## src/rtl/seq_bin2bcd_ctrl.sv

```systemverilog
// Purpose: sequential binary-to-BCD converter (shift-and-add-3), one correct-and-shift step per clock.
// Latency: start accepted at edge k -> done pulses for the cycle after edge k+WIDTH; bcd_out updates on that edge.
// Backpressure: none; start is honoured only in IDLE, requests during SHIFT or DONE are dropped, not queued.
module seq_bin2bcd_ctrl #(
    parameter int WIDTH  = 8,
    parameter int DIGITS = 3
) (
    input  logic                  clk,
    input  logic                  rst_n,
    input  logic                  start,
    input  logic [WIDTH-1:0]      bin_in,
    output logic                  busy,
    output logic                  done,
    output logic [4*DIGITS-1:0]   bcd_out
);

    localparam int BW = 4 * DIGITS;
    localparam int CW = (WIDTH > 1) ? $clog2(WIDTH) : 1;

    typedef enum logic [1:0] {
        IDLE  = 2'd0,
        SHIFT = 2'd1,
        DONE  = 2'd2
    } state_t;

    state_t          state_q, state_d;
    logic [WIDTH-1:0] bin_q,   bin_d;
    logic [BW-1:0]    work_q,  work_d;
    logic [CW-1:0]    cnt_q,   cnt_d;
    logic [BW-1:0]    bcd_q,   bcd_d;
    logic [BW-1:0]    corr;

    // Add-3 correction cell: any digit that would reach 10+ after doubling is pre-biased by 3.
    function automatic logic [3:0] add3(input logic [3:0] d);
        return (d >= 4'd5) ? (d + 4'd3) : d;
    endfunction

    // Correct every digit of the working BCD value independently (no inter-digit carry).
    always_comb begin
        corr = '0;
        for (int i = 0; i < DIGITS; i++) begin
            corr[4*i +: 4] = add3(work_q[4*i +: 4]);
        end
    end

    // Next-state and datapath: latch operand in IDLE, step once per clock in SHIFT, publish on the last step.
    always_comb begin
        state_d = state_q;
        bin_d   = bin_q;
        work_d  = work_q;
        cnt_d   = cnt_q;
        bcd_d   = bcd_q;
        unique case (state_q)
            IDLE: begin
                if (start) begin
                    bin_d   = bin_in;
                    work_d  = '0;
                    cnt_d   = '0;
                    state_d = SHIFT;
                end
            end
            SHIFT: begin
                // Corrected digits and operand shift left as one register; operand MSB feeds the ones digit.
                {work_d, bin_d} = {corr[BW-2:0], bin_q, 1'b0};
                cnt_d = cnt_q + CW'(1);
                if (cnt_q == CW'(WIDTH - 1)) begin
                    bcd_d   = {corr[BW-2:0], bin_q[WIDTH-1]};
                    state_d = DONE;
                end
            end
            DONE: begin
                state_d = IDLE;
            end
            default: begin
                state_d = IDLE;
            end
        endcase
    end

    // State and datapath registers; reset aborts any conversion in flight.
    always_ff @(posedge clk or negedge rst_n) begin
        if (!rst_n) begin
            state_q <= IDLE;
            bin_q   <= '0;
            work_q  <= '0;
            cnt_q   <= '0;
            bcd_q   <= '0;
        end else begin
            state_q <= state_d;
            bin_q   <= bin_d;
            work_q  <= work_d;
            cnt_q   <= cnt_d;
            bcd_q   <= bcd_d;
        end
    end

    assign busy    = (state_q == SHIFT);
    assign done    = (state_q == DONE);
    assign bcd_out = bcd_q;

endmodule

```

## config.mk

```make
export PLATFORM = sky130hd
export DESIGN_NAME = seq_bin2bcd_ctrl
export DESIGN_NICKNAME = d
export VERILOG_FILES = /design/src/rtl/seq_bin2bcd_ctrl.sv
export SDC_FILE = /design/constraint.sdc
export NUM_CORES = 1
export LEC_CHECK = 0
export CORE_MARGIN = 10
export CORE_UTILIZATION = 29
export DETAILED_ROUTE_END_ITERATION = 10
export PLACE_DENSITY = 0.45
export RECOVER_POWER = 25
export SYNTH_ARGS = -nofsm -noshare
export SYNTH_HDL_FRONTEND = slang
export SYNTH_SLANG_ARGS = --single-unit
```

## constraint.sdc

```tcl
create_clock -name clk -period 1.8 [get_ports clk]
set_input_delay 0.27 -clock clk [delete_from_list [all_inputs] [get_ports clk]]
set_output_delay 0.27 -clock clk [all_outputs]
set_load 0.02 [all_outputs]
```

==> results.txt <==
Status - finished, final reports clean
Routed Antenna Nets - 0
Synth cell types - 32
Vias in the first global route - 1349
Post-CTS Setup Bufs - 0
# DRC - 0
Setup violators final - 0
Syn Nets - 188
Nets - 219
Top achievable clock speed - 600 MHz
Commonest non-fill, non-tap cell in the layout - dfrtp_1
Register area share after synthesis - 50.9%
FF-to-FF Start - work_q[5]$_DFFE_PN0P_
Tot GR Track Use - 8.21%
Power Density - 1850 nW/um^2
Crit path from - state_q[1]$_DFFE_PN0P_
Initial antenna violation count - 0
Syn. warnings - 0
Placed cells - 268
DR vias/cell - 4.67
Total gr overflow - 0
Min-Delay Startpoint - bcd_out[6]$_DFFE_PN0P_
Crit share post-route - 92.6%
Crit path launch type - flip-flop
Detailed Place HPWL - 2710 um
Share of layout cells above drive strength 1 - 19.4%
Max Cap Viol - 0
Crit path time final - 1.67 ns
Tot Pwr - 4.23 mW
Die ar. - 9850 um^2
DR pass1 iterations - 4
Worst vdd ir - 829 uV
Clock latency on the worst-skew pair - 0.29 ns
Slew @ Worst Pin - 0.925 ns
Critical path fanouts, max - 12
Htree depth - 2
Total Wirelength - 3740 um
Core Area - 5990 um^2
Pin count of the biggest net entering global routing - 38
Clk root buf - clkbuf_8
HP Class - reg2reg
Initial drt markers - 37
Total I/O pin count - 25
CP Capture Type - output pin
Die Span X - 99.2 um
Vias - 1288
Setup TNS - 0 ns
Placer Congestion - 0.858
Switching power total - 1.60 mW
Setup Skew - 0.00761 ns
CTS clk-pin slew, worst paths - 0.08 ns
Critical Path RT - 1.53 ns
Critical path arrival - 1.40 ns
Critical setup path kind - reg2out
Clk pwr share - 20.1%
Internal power - 2.64 mW
Leak - 1.04 nW
Switching share of power - 37.7%
Commonest non-fill, non-tap cells in the layout - 37 x dfrtp_1, 26 x nand2_1, 21 x clkdlybuf4s50_1
Maximum buffer depth of the clock tree - 2
CTS tree - yes
I/O Buffers - 24
Sequential share of power - 34.5%
Slew HR - 38.3%
Starting Density - 30.4%
First-pass GRT wire length - 6620 um
Final cell count without fillers - 276
Drt wl/cell - 13.6 um
Row cnt - 28
Seq cells post-synth - 37
Count of final hold-check violations - 0
Height of the die - 99.2 um
Ant. Diodes - 0
Avg Inst Size Synth - 10.8 um^2
Fin. max-slew vios - 0
Synthesized cell area - 1820 um^2
CTS buffer count - 5
Sink Count - 37
Syn-to-layout area delta - 25.6%
Combinational share of power - 45.4%
Synth Instances - 169
Unrepaired setup endpoints after global routing - false
==> kinds of logic after synthesis <==
logic type	synth area share, %
AOI/OAI and AO/OA	18.3
xor gates and xnor gates	1.44
adders and majority gates	5.50
buffers and inverters	4.47
DFF	50.9
muxes	6.12
and+or+nand+nor	13.3
==> state kept, by name, summed over array words and instances, names as in the netlist <==
signal,count
cnt_q,3
bcd_out,12
state_q,2
bin_q,8
work_q,12
==> worst max-delay path: stages, from the launching register on <==
cell,delay (ns)
dfrtp_1,0.46
nand2b_4,0.24
inv_4,0.08
dlygate4sd2_1,0.33
==> worst paths after layout <==
path,cells after the start,slack [ns],to
max,3,0.13,busy
min,2,0.48,bcd_out[6]$_DFFE_PN0P_
max reg2reg,6,0.15,work_q[6]$_DFFE_PN0P_
min reg2reg,2,0.48,bcd_out[6]$_DFFE_PN0P_
max in group asynchronous,2,0.58,cnt_q[2]$_DFFE_PN0P_
min in group asynchronous,2,0.64,bcd_out[10]$_DFFE_PN0P_
==> power groups by stage <==
stage / Sequential (mW) / Combinational [mW] / Clock [mW]
after detailed placement: 1.47 / 1.96 / 0
after CTS: 1.46 / 1.95 / 0.879
final: 1.46 / 1.92 / 0.850
after floorplan: 1.54 / 1.28 / 0
after global routing: 1.52 / 2.14 / 0.938
after global placement: 1.45 / 1.91 / 0
==> routing by layer <==
| metal | part of all wire [%] | routed length (um) | track usage [%] | vias to the layer above |
|---|---|---|---|---|
| li1 | - | - | - | 650 |
| met1 | 43 | 1620 | 10.0 | 606 |
| met2 | 50 | 1860 | 12.6 | 27 |
| met3 | 6.0 | 223 | 3.11 | 5 |
| met4 | 1.1 | 42 | 3.53 | 0 |
| met5 | 0 | 0 | 0 | - |
==> stage by stage <==
step	hold WS, ns	util [%]	setup WS, ns	cell area [um^2]
6_report	0.477	38.2	0.134	2290
4_1_cts	0.412	38.2	0.106	2290
3_3_place_gp	0.460	36.0	0.210	2150
2_1_floorplan	-0.0256	-	0.325	1820
3_5_place_dp	0.466	36.0	0.143	2150
5_1_grt	0.506	38.2	0.0152	2290
==> timing repair <==
| item | CTS | global route |
|---|---|---|
| setup endpoints to repair | 2 | 1 |
| endpoints found under the hold margin | 0 | 0 |
| resized for setup | 2 | 1 |
| hold buffers | 0 | 0 |
==> synth_stat cells (all sizes together) <==
cell	count	area share (%)
and2b	2	0.82
nand2b	4	1.8
ha	8	5.5
and2	1	0.34
a21oi	11	3.6
a22o	4	2.0
o21bai	1	0.62
nor3	3	0.82
dfrtp	37	51
nand2	27	6.0
nand3	3	0.82
o21ai	30	10
mux2	5	3.9
a31oi	1	0.34
buf	6	2.5
nor2b	2	0.69
xnor2	3	1.4
a32o	1	0.55
nor3b	5	2.1
inv	9	2.0
a22oi	2	0.82
mux2i	4	2.2
==> cell type report <==
cell class                 instances  area (um^2)
timing repair buffer              30          280
clock buffer                       5         68.8
tap                               75         93.8
sequential                        37          926
fill                             579         3700
multi-input combinational        117          816
inverter                           9         36.3
clock inverter                     3         65.1
Note: power is estimated with default switching activity, not from simulation.
